**src/rtl/fifo_rd_pkg.sv**
```systemverilog
// Shared types and constants for the FIFO frame reader.
// Latency: n/a (declarations only).
// Backpressure: n/a.
package fifo_rd_pkg;

  localparam int DATA_W_DEF = 8;
  localparam int SKID_DEPTH = 2;

  typedef enum logic [1:0] {
    IDLE  = 2'd0,
    FETCH = 2'd1,
    FLUSH = 2'd2
  } state_t;

endpackage

```
**src/rtl/fifo_frame_reader_skid_buf2.sv**
```systemverilog
// Two-entry {data,last} buffer that absorbs FIFO read latency ahead of the output stream.
// Latency: a push is visible at the head on the next cycle.
// Backpressure: the caller never pushes when full; push and pop in one cycle keep occupancy.
module skid_buf2
  import fifo_rd_pkg::*;
#(
  parameter int DATA_W = DATA_W_DEF
) (
  input  logic              clock,
  input  logic              rst_n,
  input  logic              push,
  input  logic [DATA_W-1:0] push_data,
  input  logic              push_last,
  input  logic              pop,
  output logic [DATA_W-1:0] head_data,
  output logic              head_last,
  output logic [1:0]        count
);

  localparam logic [1:0] FULL = 2'(SKID_DEPTH);

  logic [DATA_W-1:0] data1;
  logic              last1;

  // Entry 0 is the head; entry 1 shifts forward when the head leaves.
  always_ff @(posedge clock or negedge rst_n) begin
    if (!rst_n) begin
      head_data <= '0;
      head_last <= 1'b0;
      data1     <= '0;
      last1     <= 1'b0;
      count     <= 2'd0;
    end else begin
      count <= count + {1'b0, push} - {1'b0, pop};
      if (pop) begin
        if (count == FULL) begin
          head_data <= data1;
          head_last <= last1;
          if (push) begin
            data1 <= push_data;
            last1 <= push_last;
          end
        end else if (push) begin
          head_data <= push_data;
          head_last <= push_last;
        end
      end else if (push) begin
        if (count == 2'd0) begin
          head_data <= push_data;
          head_last <= push_last;
        end else begin
          data1 <= push_data;
          last1 <= push_last;
        end
      end
    end
  end

endmodule

```
**src/rtl/fifo_frame_reader.sv**
```systemverilog
// Pops bytes from a sync FIFO and emits them as fixed-length frames with a last marker.
// Latency: first byte valid 2 cycles after entering FETCH, then 1 byte/cycle.
// Backpressure: m_ready low stops reads once buffer plus in-flight bytes reach 2.
module fifo_frame_reader
  import fifo_rd_pkg::*;
#(
  parameter int DATA_W = DATA_W_DEF,
  parameter int LEN_W  = 8,
  parameter int CNT_W  = 16
) (
  input  logic              clock,
  input  logic              rst_n,
  input  logic              enable,
  input  logic [LEN_W-1:0]  frame_len,
  input  logic              fifo_empty,
  input  logic [DATA_W-1:0] fifo_data,
  output logic              fifo_rd,
  output logic              m_valid,
  output logic [DATA_W-1:0] m_data,
  output logic              m_last,
  input  logic              m_ready,
  output logic              busy,
  output logic [CNT_W-1:0]  frame_count
);

  state_t          state, state_nxt;
  logic [LEN_W:0]  len_q, len_in, req_cnt, req_inc, out_cnt, out_inc;
  logic            inflight, inflight_last;
  logic [1:0]      occ;
  logic [2:0]      fill;
  logic            head_last, xfer, credit, pop_last, frame_done, start;

  // A zero length field stands for the full 2^LEN_W bytes.
  assign len_in     = (frame_len == '0) ? {1'b1, {LEN_W{1'b0}}} : {1'b0, frame_len};
  assign req_inc    = req_cnt + 1'b1;
  assign out_inc    = out_cnt + 1'b1;
  assign pop_last   = (req_inc == len_q);
  assign xfer       = m_valid && m_ready;
  assign frame_done = xfer && (out_inc == len_q);

  // Credit counts the byte leaving this cycle as freed space, so a
  // read can issue every cycle while the consumer keeps up.
  assign fill   = {1'b0, occ} + {2'b00, inflight};
  assign credit = fill < (3'd2 + {2'b00, xfer});

  assign m_valid = (occ != 2'd0);
  assign m_last  = m_valid && head_last;
  assign busy    = (state != IDLE);

  // Next-state and read strobe; frames always run to completion.
  always_comb begin
    state_nxt = state;
    fifo_rd   = 1'b0;
    start     = 1'b0;
    case (state)
      IDLE: begin
        if (enable) begin
          start     = 1'b1;
          state_nxt = FETCH;
        end
      end
      FETCH: begin
        fifo_rd = !fifo_empty && credit;
        if (fifo_rd && pop_last) state_nxt = FLUSH;
      end
      FLUSH: begin
        if (frame_done) begin
          if (enable) begin
            start     = 1'b1;
            state_nxt = FETCH;
          end else begin
            state_nxt = IDLE;
          end
        end
      end
      default: state_nxt = IDLE;
    endcase
  end

  // State register.
  always_ff @(posedge clock or negedge rst_n) begin
    if (!rst_n) state <= IDLE;
    else        state <= state_nxt;
  end

  // Length latch, per-frame counters, read pipeline and frame counter.
  always_ff @(posedge clock or negedge rst_n) begin
    if (!rst_n) begin
      len_q         <= '0;
      req_cnt       <= '0;
      out_cnt       <= '0;
      inflight      <= 1'b0;
      inflight_last <= 1'b0;
      frame_count   <= '0;
    end else begin
      inflight      <= fifo_rd;
      inflight_last <= fifo_rd && pop_last;
      if (start) begin
        len_q   <= len_in;
        req_cnt <= '0;
        out_cnt <= '0;
      end else begin
        if (fifo_rd) req_cnt <= req_inc;
        if (xfer)    out_cnt <= out_inc;
      end
      if (state == FLUSH && frame_done) frame_count <= frame_count + 1'b1;
    end
  end

  skid_buf2 #(.DATA_W(DATA_W)) u_skid (
    .clock     (clock),
    .rst_n     (rst_n),
    .push      (inflight),
    .push_data (fifo_data),
    .push_last (inflight_last),
    .pop       (xfer),
    .head_data (m_data),
    .head_last (head_last),
    .count     (occ)
  );

endmodule

```
**config.mk**
```make
export PLATFORM = sky130hd
export DESIGN_NAME = fifo_frame_reader
export DESIGN_NICKNAME = d
export VERILOG_FILES = /design/src/rtl/fifo_rd_pkg.sv /design/src/rtl/fifo_frame_reader_skid_buf2.sv /design/src/rtl/fifo_frame_reader.sv
export SDC_FILE = /design/constraint.sdc
export NUM_CORES = 1
export LEC_CHECK = 0
export ABC_AREA = 1
export BUFFER_PORTS_ARGS = -buffer_cell sky130_fd_sc_hd__buf_2
export CORE_MARGIN = 3
export CORE_UTILIZATION = 40
export DETAILED_ROUTE_END_ITERATION = 7
export PLACE_DENSITY = 0.62
export SYNTH_ARGS = -nofsm -noshare
export SYNTH_HDL_FRONTEND = slang
export SYNTH_SLANG_ARGS = --single-unit
```
**constraint.sdc**
```tcl
create_clock -name clock -period 2.62 [get_ports clock]
set_input_delay 0.131 -clock clock [delete_from_list [all_inputs] [get_ports clock]]
set_output_delay 0.131 -clock clock [all_outputs]
set_load 0.05 [all_outputs]
```
==> results of run 1 <==
## synthesized netlist by cell type
| cell | n | area [sq um] |
|---|---|---|
| nand2_1 | 147 | 552 |
| nand4_1 | 21 | 131 |
| nand2_2 | 4 | 25.0 |
| and2_0 | 1 | 6.26 |
| xor2_1 | 18 | 158 |
| a21oi_1 | 18 | 90.1 |
| nor3_1 | 5 | 25.0 |
| nor4_1 | 3 | 18.8 |
| mux2_2 | 8 | 90.1 |
| o21ai_0 | 13 | 65.1 |
| nand3_4 | 1 | 17.5 |
| o211ai_1 | 2 | 15.0 |
| nand3_2 | 1 | 10.0 |
| nand3_1 | 46 | 230 |
| clkbuf_1 | 6 | 22.5 |
| nor2_8 | 1 | 20.0 |
| inv_2 | 1 | 3.75 |
| buf_2 | 3 | 15.0 |
| dfrtp_1 | 67 | 1680 |
| and2_1 | 1 | 6.26 |
| a21oi_2 | 2 | 17.5 |
| a21boi_0 | 4 | 30.0 |
| buf_6 | 2 | 22.5 |
| xnor2_1 | 9 | 78.8 |
| ha_1 | 7 | 87.6 |
| a31oi_1 | 8 | 50.1 |
| nor2_1 | 45 | 169 |
| mux2i_1 | 1 | 10.0 |
| o21ai_1 | 3 | 15.0 |
| nor2_2 | 2 | 12.5 |
| nand2_4 | 1 | 11.3 |
| inv_1 | 41 | 154 |
| buf_1 | 1 | 3.75 |
| buf_4 | 2 | 15.0 |
## registers in the layout (all words and copies together) (netlist names), 2 cells and up
name / flops
frame_count: 16
len_q: 9
out_cnt: 9
req_cnt: 9
u_skid.data1: 8
u_skid.head_data: 8
state: 2
u_skid.count: 2
## metrics by stage
step,instances,worst slack (ns),utilization [%]
3_3_place_gp,668,0.497,45.8
2_1_floorplan,495,0.658,-
3_5_place_dp,668,0.390,45.8
5_1_grt,685,0.125,48.1
6_report,685,0.337,48.1
4_1_cts,685,0.323,48.1
## worst min-delay path, stage by stage
cell and delay (ns):
buf_2 0.09, nand3_1 0.06, nand2_1 0.06
## routing by layer
metal / up-vias / part of all wire [%]
met1: 1596 / 45
met5: - / 0
li1: 1735 / -
met3: 14 / 6.4
met2: 103 / 47
met4: 0 / 1.6
## power by group through the flow
stage | clock [mW] | combinational (mW) | sequential [mW]
after CTS | 0.907 | 1.98 | 1.62
after global placement | 0 | 1.94 | 1.63
final | 0.891 | 1.97 | 1.62
after global routing | 0.954 | 2.22 | 1.68
after detailed placement | 0 | 1.97 | 1.64
after floorplan | 0 | 1.32 | 1.79
## worst paths after layout
path                         startpoint  cells after the start               to  slack (ns)
setup reg to reg             out_cnt[0]                     14         len_q[8]        0.37
hold reg to reg                len_q[3]                      2         len_q[3]        0.50
min in group asynchronous         rst_n                      2  u_skid.data1[5]        0.40
max in group asynchronous         rst_n                      3         len_q[6]        1.46
setup / recovery               inflight                      7          fifo_rd        0.34
hold / removal             frame_len[0]                      3         len_q[0]        0.02
## layout make-up
| cell class | instances | area [sq um] |
|---|---|---|
| fill | 916 | 4820 |
| multi-input combinational | 372 | 1940 |
| sequential | 67 | 1680 |
| timing repair buffer | 59 | 325 |
| tap | 129 | 161 |
| inverter | 42 | 158 |
| clock buffer | 9 | 124 |
| clock inverter | 7 | 76.3 |
## kinds of logic after synthesis
family                     synth area share [%]
AOI/OAI and AO/OA                          7.34
xor gates and xnor gates                   6.13
adders and majority gates                  2.27
buffers and inverters                      6.13
DFF                                        43.5
muxes                                      2.60
and+or+nand+nor                            32.0
==> impl_metrics.env, run 1 <==
export IMPL_antenna_found_initial=0
export IMPL_fmax_mhz=438
export IMPL_outcome="completed"
export IMPL_layout_nets=579
export IMPL_vias=3448
export IMPL_hold_violations=0
export IMPL_relSlewSlack_pct=45.8
export IMPL_postRouteAntennaNets=0
export IMPL_crit_buf_inv=3
export IMPL_clkSinkCount=67
export IMPL_numCtsBuffers=9
export IMPL_combPwrFrac_pct=43.9
export IMPL_die_area_sq_mm=0.0109
export IMPL_p_clk_share_pct=19.9
export IMPL_grt_pass1_vias=3314
export IMPL_fin_skew_ns=0.00978
export IMPL_cts_path_max_buffers=2
export IMPL_use_met2_pct=28.0
export IMPL_timing_final_crit_share_pct=87.1
export IMPL_dieHeight_microns=104
export IMPL_clk_latency_ns=0.35
export IMPL_wl_per_cell_microns=13.1
export IMPL_wl_mm=8.96
export IMPL_clk_pin_slew_ns=0.08
export IMPL_crit_family="buffers and inverters"
export IMPL_grt_first_pass_wirelength_mm=15.6
export IMPL_grt_max_degree=36
export IMPL_syn_inst=495
export IMPL_mostFrequentLayoutCell="nand2_1"
export IMPL_insertedDiodeCount=0
export IMPL_powerDensity_mw_per_mm2=1000
export IMPL_setup_violations=0
export IMPL_cap_violations=0
export IMPL_post_cts_resize_count=0
export IMPL_intPower_mw=2.46
export IMPL_synth_seq_cells=67
export IMPL_p_switching_mw=2.02
export IMPL_synth_avg_cell_area_sq_um=7.79
export IMPL_num_rows=35
export IMPL_switching_share_pct=45.0
export IMPL_min_path_type="in -> reg"
export IMPL_first_pass_iters=4
export IMPL_ir_drop_mv=0.362
export IMPL_slowest_delay_ns=0.42
export IMPL_cellLeakagePower_nw=2.21
export IMPL_total_power_mw=4.48
export IMPL_die_w_microns=104
export IMPL_syn_nets=523
export IMPL_layout_drive_gt1_share_pct=17.1
export IMPL_io_buffers=48
export IMPL_gp_congestion=0.868
export IMPL_synth_cell_types=34
export IMPL_yosysWarnings=0
export IMPL_crit_top_cell="ha_1"
export IMPL_syn_area_sq_mm=0.00385
export IMPL_seqPwrFrac_pct=36.2
export IMPL_dp_hpwl_mm=6.37
export IMPL_drv_slew=0
export IMPL_hold_buffers=1
export IMPL_ys_seq_area_share_pct=43.5
export IMPL_required_ns=2.49
export IMPL_cts_root_buf="clkbuf_8"
export IMPL_cts_htree_levels=3
export IMPL_drc=0
export IMPL_use_met3_pct=4.03
export IMPL_arrival_ns=2.15
export IMPL_finalCriticalPeriod_ns=2.28
export IMPL_core_sq_mm=0.00928
export IMPL_grt_usage_pct=17.4
export IMPL_critPathSlowestCell="dfrtp_1"
export IMPL_crit_chain="ha_1 -> ha_1 -> o21ai_1 -> nand3_1 -> buf_4 -> inv_1 -> buf_2"
export IMPL_finalSetupTns_ns=0
export IMPL_crit_fanout=15
export IMPL_hold_worst_slack_ns=0.0190
export IMPL_grt_use_met1_pct=22.9
export IMPL_most_common_layout_cells="147 x nand2_1, 67 x dfrtp_1, 48 x buf_2"
export IMPL_initial_utilization_pct=41.5
export IMPL_worstSetupPathType="reg -> out"
export IMPL_drt_iter0_markers=215
export IMPL_io_pins=49
export IMPL_post_dp_cell_area_sq_mm=0.00425
export IMPL_rsz0062_at_grt="no"
export IMPL_area_growth_pct=15.8
export IMPL_vias_per_cell=5.03
export IMPL_worst_pin_slew_ns=0.814
export IMPL_final_area_sq_mm=0.00446
export IMPL_postCtsSetupBuffers=0
export IMPL_cts_tree="yes"
export IMPL_grt_busiest_layer="met2"
export IMPL_setup_worst_path_end_class="output port"
export IMPL_grt_ovfl_total=0
export IMPL_critPathLaunchType="flip-flop"
(Power assumes the default switching activity.)
==> run 2, diff against run 1 <==
--- a/config.mk
+++ b/config.mk
@@ -10,7 +10,8 @@
 export CORE_MARGIN = 3
 export CORE_UTILIZATION = 40
 export DETAILED_ROUTE_END_ITERATION = 7
-export PLACE_DENSITY = 0.62
+export PLACE_DENSITY = 0.61
 export SYNTH_ARGS = -nofsm -noshare
 export SYNTH_HDL_FRONTEND = slang
+export SYNTH_HIERARCHICAL = 1
 export SYNTH_SLANG_ARGS = --single-unit
==> run 2 against run 1 <==
  * Cell area grew 4.7%
  * Sequential power grew 7%
  * Critical path type unchanged
  * Wire length shrank 0.49%
  * Largest cell class unchanged
  * Power grew 7.5%
  * Sequential share of layout area shrank 1.7 points
  * Largest power group unchanged
==> impl_metrics.env, run 2 <==
export IMPL_dieHeight_microns=107
export IMPL_vias=3590
export IMPL_crit_top_cell="ha_1"
export IMPL_die_area_sq_mm=0.0115
export IMPL_yosys_area_top_type="dfrtp_1"
export IMPL_synth_avg_cell_area_sq_um=7.53
export IMPL_timing_final_crit_share_pct=84.6
export IMPL_worst_pin_slew_ns=0.631
export IMPL_io_pins=49
export IMPL_io_buffers=48
export IMPL_synth_xor_area_share_pct=4.69
export IMPL_crit_family="adder cells"
export IMPL_synth_edf_count=0
export IMPL_crit_fanout=8
export IMPL_critPathLaunchType="flip-flop"
export IMPL_cts_tree="yes"
export IMPL_slowest_delay_ns=0.47
export IMPL_num_rows=36
export IMPL_grt_max_degree=43
export IMPL_cts_htree_levels=3
export IMPL_layout_drive_gt1_share_pct=17.6
export IMPL_fillerInstances=972
export IMPL_crit_buf_inv=1
export IMPL_setup_violations=0
export IMPL_cap_violations=0
export IMPL_hold_violations=0
export IMPL_first_pass_iters=4
export IMPL_wl_per_cell_microns=12.1
export IMPL_synth_top_family_by_area="simple AND/OR/NAND/NOR gates"
export IMPL_critPathSlowestCell="dfrtp_1"
export IMPL_async_reset_ff_share_pct=100
export IMPL_synth_seq_cells=67
export IMPL_endpoint="fifo_rd"
export IMPL_synth_simple_area_share_pct=36.3
export IMPL_drt_iter0_markers=199
export IMPL_drt_met1_wl_mm=4.33
export IMPL_required_ns=2.49
export IMPL_outcome="completed"
export IMPL_fin_skew_ns=0.00779
export IMPL_layout_nets=626
export IMPL_grt_ovfl_total=0
export IMPL_synth_cell_types=33
export IMPL_cts_root_buf="clkbuf_8"
export IMPL_vias_per_cell=4.88
export IMPL_reg2regPathDepth=14
export IMPL_post_cts_resize_count=0
export IMPL_synthAdderAreaFrac_pct=2.13
export IMPL_largest_reg_flops=16
export IMPL_rsz0062_at_grt="no"
export IMPL_synth_area_mux_share_pct=0.244
export IMPL_finalSetupTns_ns=0
export IMPL_arrival_ns=2.09
export IMPL_regMostFlops="frame_count"
export IMPL_synth_top_area_share_pct=40.8
export IMPL_numCtsBuffers=9
export IMPL_dp_hpwl_mm=6.46
export IMPL_grt_pass1_vias=3456
export IMPL_gp_congestion=0.924
export IMPL_fmax_mhz=451
export IMPL_clkSinkCount=67
export IMPL_drv_slew=0
export IMPL_ir_drop_mv=0.395
export IMPL_syn_area_sq_mm=0.00411
export IMPL_wl_mm=8.92
export IMPL_ys_seq_area_share_pct=40.8
export IMPL_top_layer="met4"
export IMPL_hold_worst_slack_ns=0.0360
export IMPL_clk_pin_slew_ns=0.07
export IMPL_setup_worst_path_end_class="output port"
export IMPL_synth_compound_area_share_pct=7.43
export IMPL_die_w_microns=107
export IMPL_most_common_layout_cells="184 x nand2_1, 67 x dfrtp_1, 65 x inv_1"
export IMPL_clk_latency_ns=0.34
export IMPL_grt_first_pass_wirelength_mm=15.9
export IMPL_hold_start="frame_len[1]"
export IMPL_cellLeakagePower_nw=2.43
export IMPL_crit_start="inflight"
export IMPL_crit_chain="ha_1 -> ha_1 -> o21ai_0 -> nand2_1 -> nor2_2 -> buf_2"
export IMPL_min_path_type="in -> reg"
export IMPL_syn_nets=573
export IMPL_powerDensity_mw_per_mm2=1030
export IMPL_postRouteAntennaNets=0
export IMPL_r2r_start="out_cnt[0]"
export IMPL_synthTopCellsByCount="184 x nand2_1, 67 x dfrtp_1, 65 x inv_1, 44 x nand3_1, 27 x nor2_1"
export IMPL_insertedDiodeCount=0
export IMPL_syn_inst=545
export IMPL_route_met2_wl_mm=3.99
export IMPL_path_depth=6
export IMPL_finalCriticalPeriod_ns=2.22
export IMPL_core_sq_mm=0.00986
export IMPL_relSlewSlack_pct=57.9
export IMPL_r2r_slack_ns=0.44
export IMPL_cts_path_max_buffers=2
export IMPL_synth_area_leaders="dfrtp_1 41%, nand2_1 17%, inv_1 5.9%, nand3_1 5.4%, nand4_1 3.7%"
export IMPL_area_growth_pct=13.8
export IMPL_synth_ff_type="dfrtp_1"
export IMPL_yosysMostFrequentCell="nand2_1"
export IMPL_initial_utilization_pct=41.6
export IMPL_yosysWarnings=6
export IMPL_mostFrequentLayoutCell="nand2_1"
export IMPL_met3_length_microns=428
export IMPL_antenna_found_initial=0
export IMPL_grt_usage_pct=17.0
export IMPL_rr_endpoint="len_q[8]"
export IMPL_hold_buffers=1
export IMPL_worstSetupPathType="reg -> out"
export IMPL_drc=0
export IMPL_postCtsSetupBuffers=0
-- run 2: logic make-up (layout without fill, tap and decap cells) --
kind of cell | count (synthesis) | after routing
and+or+nand+nor | 319 | 319
buffers and inverters | 79 | 137
DFF | 67 | 67
AOI/OAI and AO/OA | 50 | 50
xor gates and xnor gates | 22 | 22
adders and majority gates | 7 | 7
muxes | 1 | 1
-- run 2: how the worst min path moves through the flow --
stage	end	slack [ns]	cells after the start
after global routing	len_q[2]	0.02	3
after floorplan	frame_count[0]	-0.16	0
after detailed placement	u_skid/head_data[3]	0.19	1
after global placement	u_skid/head_data[3]	0.19	1
final	len_q[1]	0.04	3
after CTS	len_q[2]	0.02	3
-- run 2: worst reg2reg max path, cell delays in order (launching register included) --
cell and delay (ns):
dfrtp_1 0.38, ha_1 0.24, nand2_1 0.11, nor2_1 0.20
nand2_1 0.08, nand2_1 0.07, nand2_2 0.06, nand2_2 0.08
nand2_4 0.07, nor2_8 0.11, nand3_2 0.10, nand2_4 0.29
nand2_4 0.15, nand2_1 0.09, nand2_1 0.05
-- run 2: per-layer routing --
layer / GRT usage, % / vias to the layer above
li1: - / 1860
met1: 22.5 / 1630
met2: 27.9 / 85
met3: 2.88 / 15
met4: 6.39 / 0
met5: 0 / -
-- run 2: cell type report --
class                           instances  area (sq um)  area share (%)
Multi-Input combinational cell        399          2090            44.7
Sequential cell                        67          1680            35.9
Timing Repair Buffer                   55           308            6.59
Inverter                               66           248            5.30
Tap cell                              133           166            3.56
Clock buffer                           14           153            3.27
Clock inverter                          2          35.0           0.750
-- run 2: where the power goes --
group          internal, mW  total, mW  switching (mW)  leakage [nW]
clock network         0.467      0.841           0.374        0.0947
logic                 0.744       2.24            1.50          1.48
registers              1.39       1.73           0.347         0.864
-- run 2: per-stage QoR --
step | util [%] | worst slack, ns | std cells | instance area, sq um | power [mW]
finish | 47.4 | 0.404 | 736 | 4670 | 4.82
global route | 47.4 | 0.144 | 736 | 4670 | 5.29
CTS | 47.4 | 0.370 | 736 | 4670 | 4.87
detailed placement | 45.4 | 0.422 | 719 | 4480 | 4.00
global placement | 45.4 | 0.461 | 719 | 4480 | 3.96
floorplan | - | 0.205 | 545 | 4110 | 3.52
==> run 3, diff against run 2 <==
==> constraint.sdc (replaced) <==
create_clock -name clock -period 2.05 [get_ports clock]
set_input_delay 0.1025 -clock clock [delete_from_list [all_inputs] [get_ports clock]]
set_output_delay 0.1025 -clock clock [all_outputs]
set_load 0.05 [all_outputs]
==> run 3 against run 2 <==
  * Core utilization increased by 3.3 points
  * Clock power increased by 47%
  * Via count increased by 2.5%
  * Sequential power increased by 28%
  * Power increased by 39%
  * Critical path depth increased by 4
  * Final cell count increased by 3.0%
  * Largest power group unchanged
  * Highest routed layer unchanged
==> impl_metrics.env, run 3 (synthesis results as in run 2) <==
export IMPL_powerDensity_mw_per_mm2=1340
export IMPL_initial_utilization_pct=41.6
export IMPL_numCtsBuffers=9
export IMPL_timing_final_crit_share_pct=94.0
export IMPL_wl_per_cell_microns=12.6
export IMPL_grt_first_pass_wirelength_mm=16.9
export IMPL_grt_use_met1_pct=23.4
export IMPL_cap_violations=0
export IMPL_cts_htree_levels=3
export IMPL_crit_chain="ha_2 -> xnor2_1 -> nand3_1 -> nor2_2 -> nand3_2 -> nor2_4 -> and2_4 -> nand3_4 -> nand2_1 -> nand2_1"
export IMPL_crit_top_cell="nand2_1"
export IMPL_clk_pin_slew_ns=0.07
export IMPL_largest_reg_flops=16
export IMPL_critPathLaunchType="flip-flop"
export IMPL_drt_iter0_markers=217
export IMPL_final_cell_count_no_fill=758
export IMPL_cts_path_max_buffers=2
export IMPL_vias=3680
export IMPL_min_path_type="in -> reg"
export IMPL_postRouteAntennaNets=0
export IMPL_drc=0
export IMPL_drv_slew=0
export IMPL_relSlewSlack_pct=64.4
export IMPL_mostFrequentLayoutCell="nand2_1"
export IMPL_hold_violations=0
export IMPL_fin_skew_ns=0.00857
export IMPL_layout_drive_gt1_share_pct=23.2
export IMPL_reg2regPathDepth=10
export IMPL_area_growth_pct=21.7
export IMPL_slowest_delay_ns=0.42
export IMPL_clkSinkCount=67
export IMPL_arrival_ns=2.16
export IMPL_hold_worst_slack_ns=0.0113
export IMPL_cts_tree="yes"
export IMPL_worstSetupPathType="reg -> reg"
export IMPL_outcome="completed"
export IMPL_required_ns=2.28
export IMPL_hold_path_depth=3
export IMPL_use_met2_pct=30.2
export IMPL_total_power_mw=6.71
export IMPL_setup_violations=0
export IMPL_die_area_sq_mm=0.0115
export IMPL_die_w_microns=107
export IMPL_most_common_layout_cells="182 x nand2_1, 63 x inv_1, 63 x dfrtp_1"
export IMPL_layout_nets=649
export IMPL_num_rows=36
export IMPL_grt_pass1_vias=3626
export IMPL_p_switching_mw=3.04
export IMPL_intPower_mw=3.67
export IMPL_finalCriticalPeriod_ns=1.93
export IMPL_final_core_util_pct=50.7
export IMPL_finalSetupTns_ns=0
export IMPL_combPwrFrac_pct=48.7
export IMPL_antenna_found_initial=0
export IMPL_setup_worst_path_end_class="flip-flop"
export IMPL_final_area_sq_mm=0.00500
export IMPL_dp_hpwl_mm=6.74
export IMPL_wl_mm=9.58
export IMPL_seqPwrFrac_pct=32.9
export IMPL_grt_busiest_layer="met2"
export IMPL_io_pins=49
export IMPL_fin_ws_ns=0.123
export IMPL_grt_ovfl_total=0
export IMPL_dieHeight_microns=107
export IMPL_cts_root_buf="clkbuf_8"
export IMPL_gp_congestion=0.881
export IMPL_dp_cells=725
export IMPL_pre_cts_slack_ns=0.0124
export IMPL_grt_max_degree=47
export IMPL_insertedDiodeCount=0
export IMPL_core_sq_mm=0.00986
export IMPL_crit_fanout=8
export IMPL_vias_per_cell=4.85
export IMPL_fmax_mhz=519
export IMPL_first_pass_iters=5
export IMPL_switching_share_pct=45.3
export IMPL_fillerInstances=961
export IMPL_clk_latency_ns=0.35
export IMPL_grt_usage_pct=18.1
export IMPL_regMostFlops="frame_count"
export IMPL_use_met3_pct=3.84
export IMPL_ir_drop_mv=0.568
export IMPL_cellLeakagePower_nw=2.56
export IMPL_io_buffers=48
export IMPL_critPathSlowestCell="dfrtp_1"
export IMPL_post_dp_cell_area_sq_mm=0.00454
export IMPL_worst_pin_slew_ns=0.534
export IMPL_p_clk_share_pct=18.4
[run 3: cell types whose count changed in the layout (fill, tap and decap cells not counted), moves of 3 or more]
cell           delta
buf_4            +13
dlygate4sd3_1     +6
nor2_1            -6
clkbuf_1          -4
dfrtp_1           -4
dfrtp_2           +4
nor2_2            +3
nor2_4            +3
[run 3: cell type report]
class                           instances  area [sq um]  share of cell area [%]
Clock buffer                           10           138                    2.75
Clock inverter                          5          85.1                    1.70
Inverter                               66           250                    5.01
Multi-Input combinational cell        400          2160                    43.2
Sequential cell                        67          1680                    33.7
Tap cell                              133           166                    3.33
Timing Repair Buffer                   77           518                    10.4
[run 3: power by group through the flow]
stage	Clock, mW	Combinational (mW)	Sequential (mW)
5_1_grt	1.33	3.70	2.28
3_5_place_dp	0	2.99	2.21
4_1_cts	1.27	3.05	2.19
3_3_place_gp	0	2.91	2.19
6_report	1.24	3.26	2.21
2_1_floorplan	0	2.15	2.37
[run 3: timing repair]
item                       in CTS  in global routing
setup endpoints to repair      17                 47
buffers inserted                2                  8
gates cloned                    0                  1
resized for setup               2                 26
hold endpoints to repair       27                  0
pin swaps                       1                  9
hold buffers                    7                  0
[run 3: per-layer routing]
layer  part of all wire (%)  vias to the layer above
met5                      0                        -
met3                    4.4                       11
met1                     46                     1692
met4                    1.3                        0
met2                     48                       70
li1                       -                     1907
[run 3: path summary, 6_finish.rpt]
check / from / end / slack (ns)
min in group asynchronous: rst_n / u_skid/head_data[0] / 0.26
setup reg to reg: out_cnt[1] / frame_count[3] / 0.12
hold reg to reg: u_skid/head_data[1] / u_skid/head_data[1] / 0.48
max in group asynchronous: rst_n / frame_count[4] / 1.15
setup / recovery: out_cnt[1] / frame_count[3] / 0.12
hold / removal: frame_len[7] / len_q[7] / 0.01
[run 3: critical path: cells and delay by family, from the launching register on]
| family | cells | cell delay (ns) |
|---|---|---|
| simple gates | 8 | 0.95 |
| fa+ha+maj | 1 | 0.34 |
| xor+xnor | 1 | 0.11 |
| flops | 1 | 0.42 |
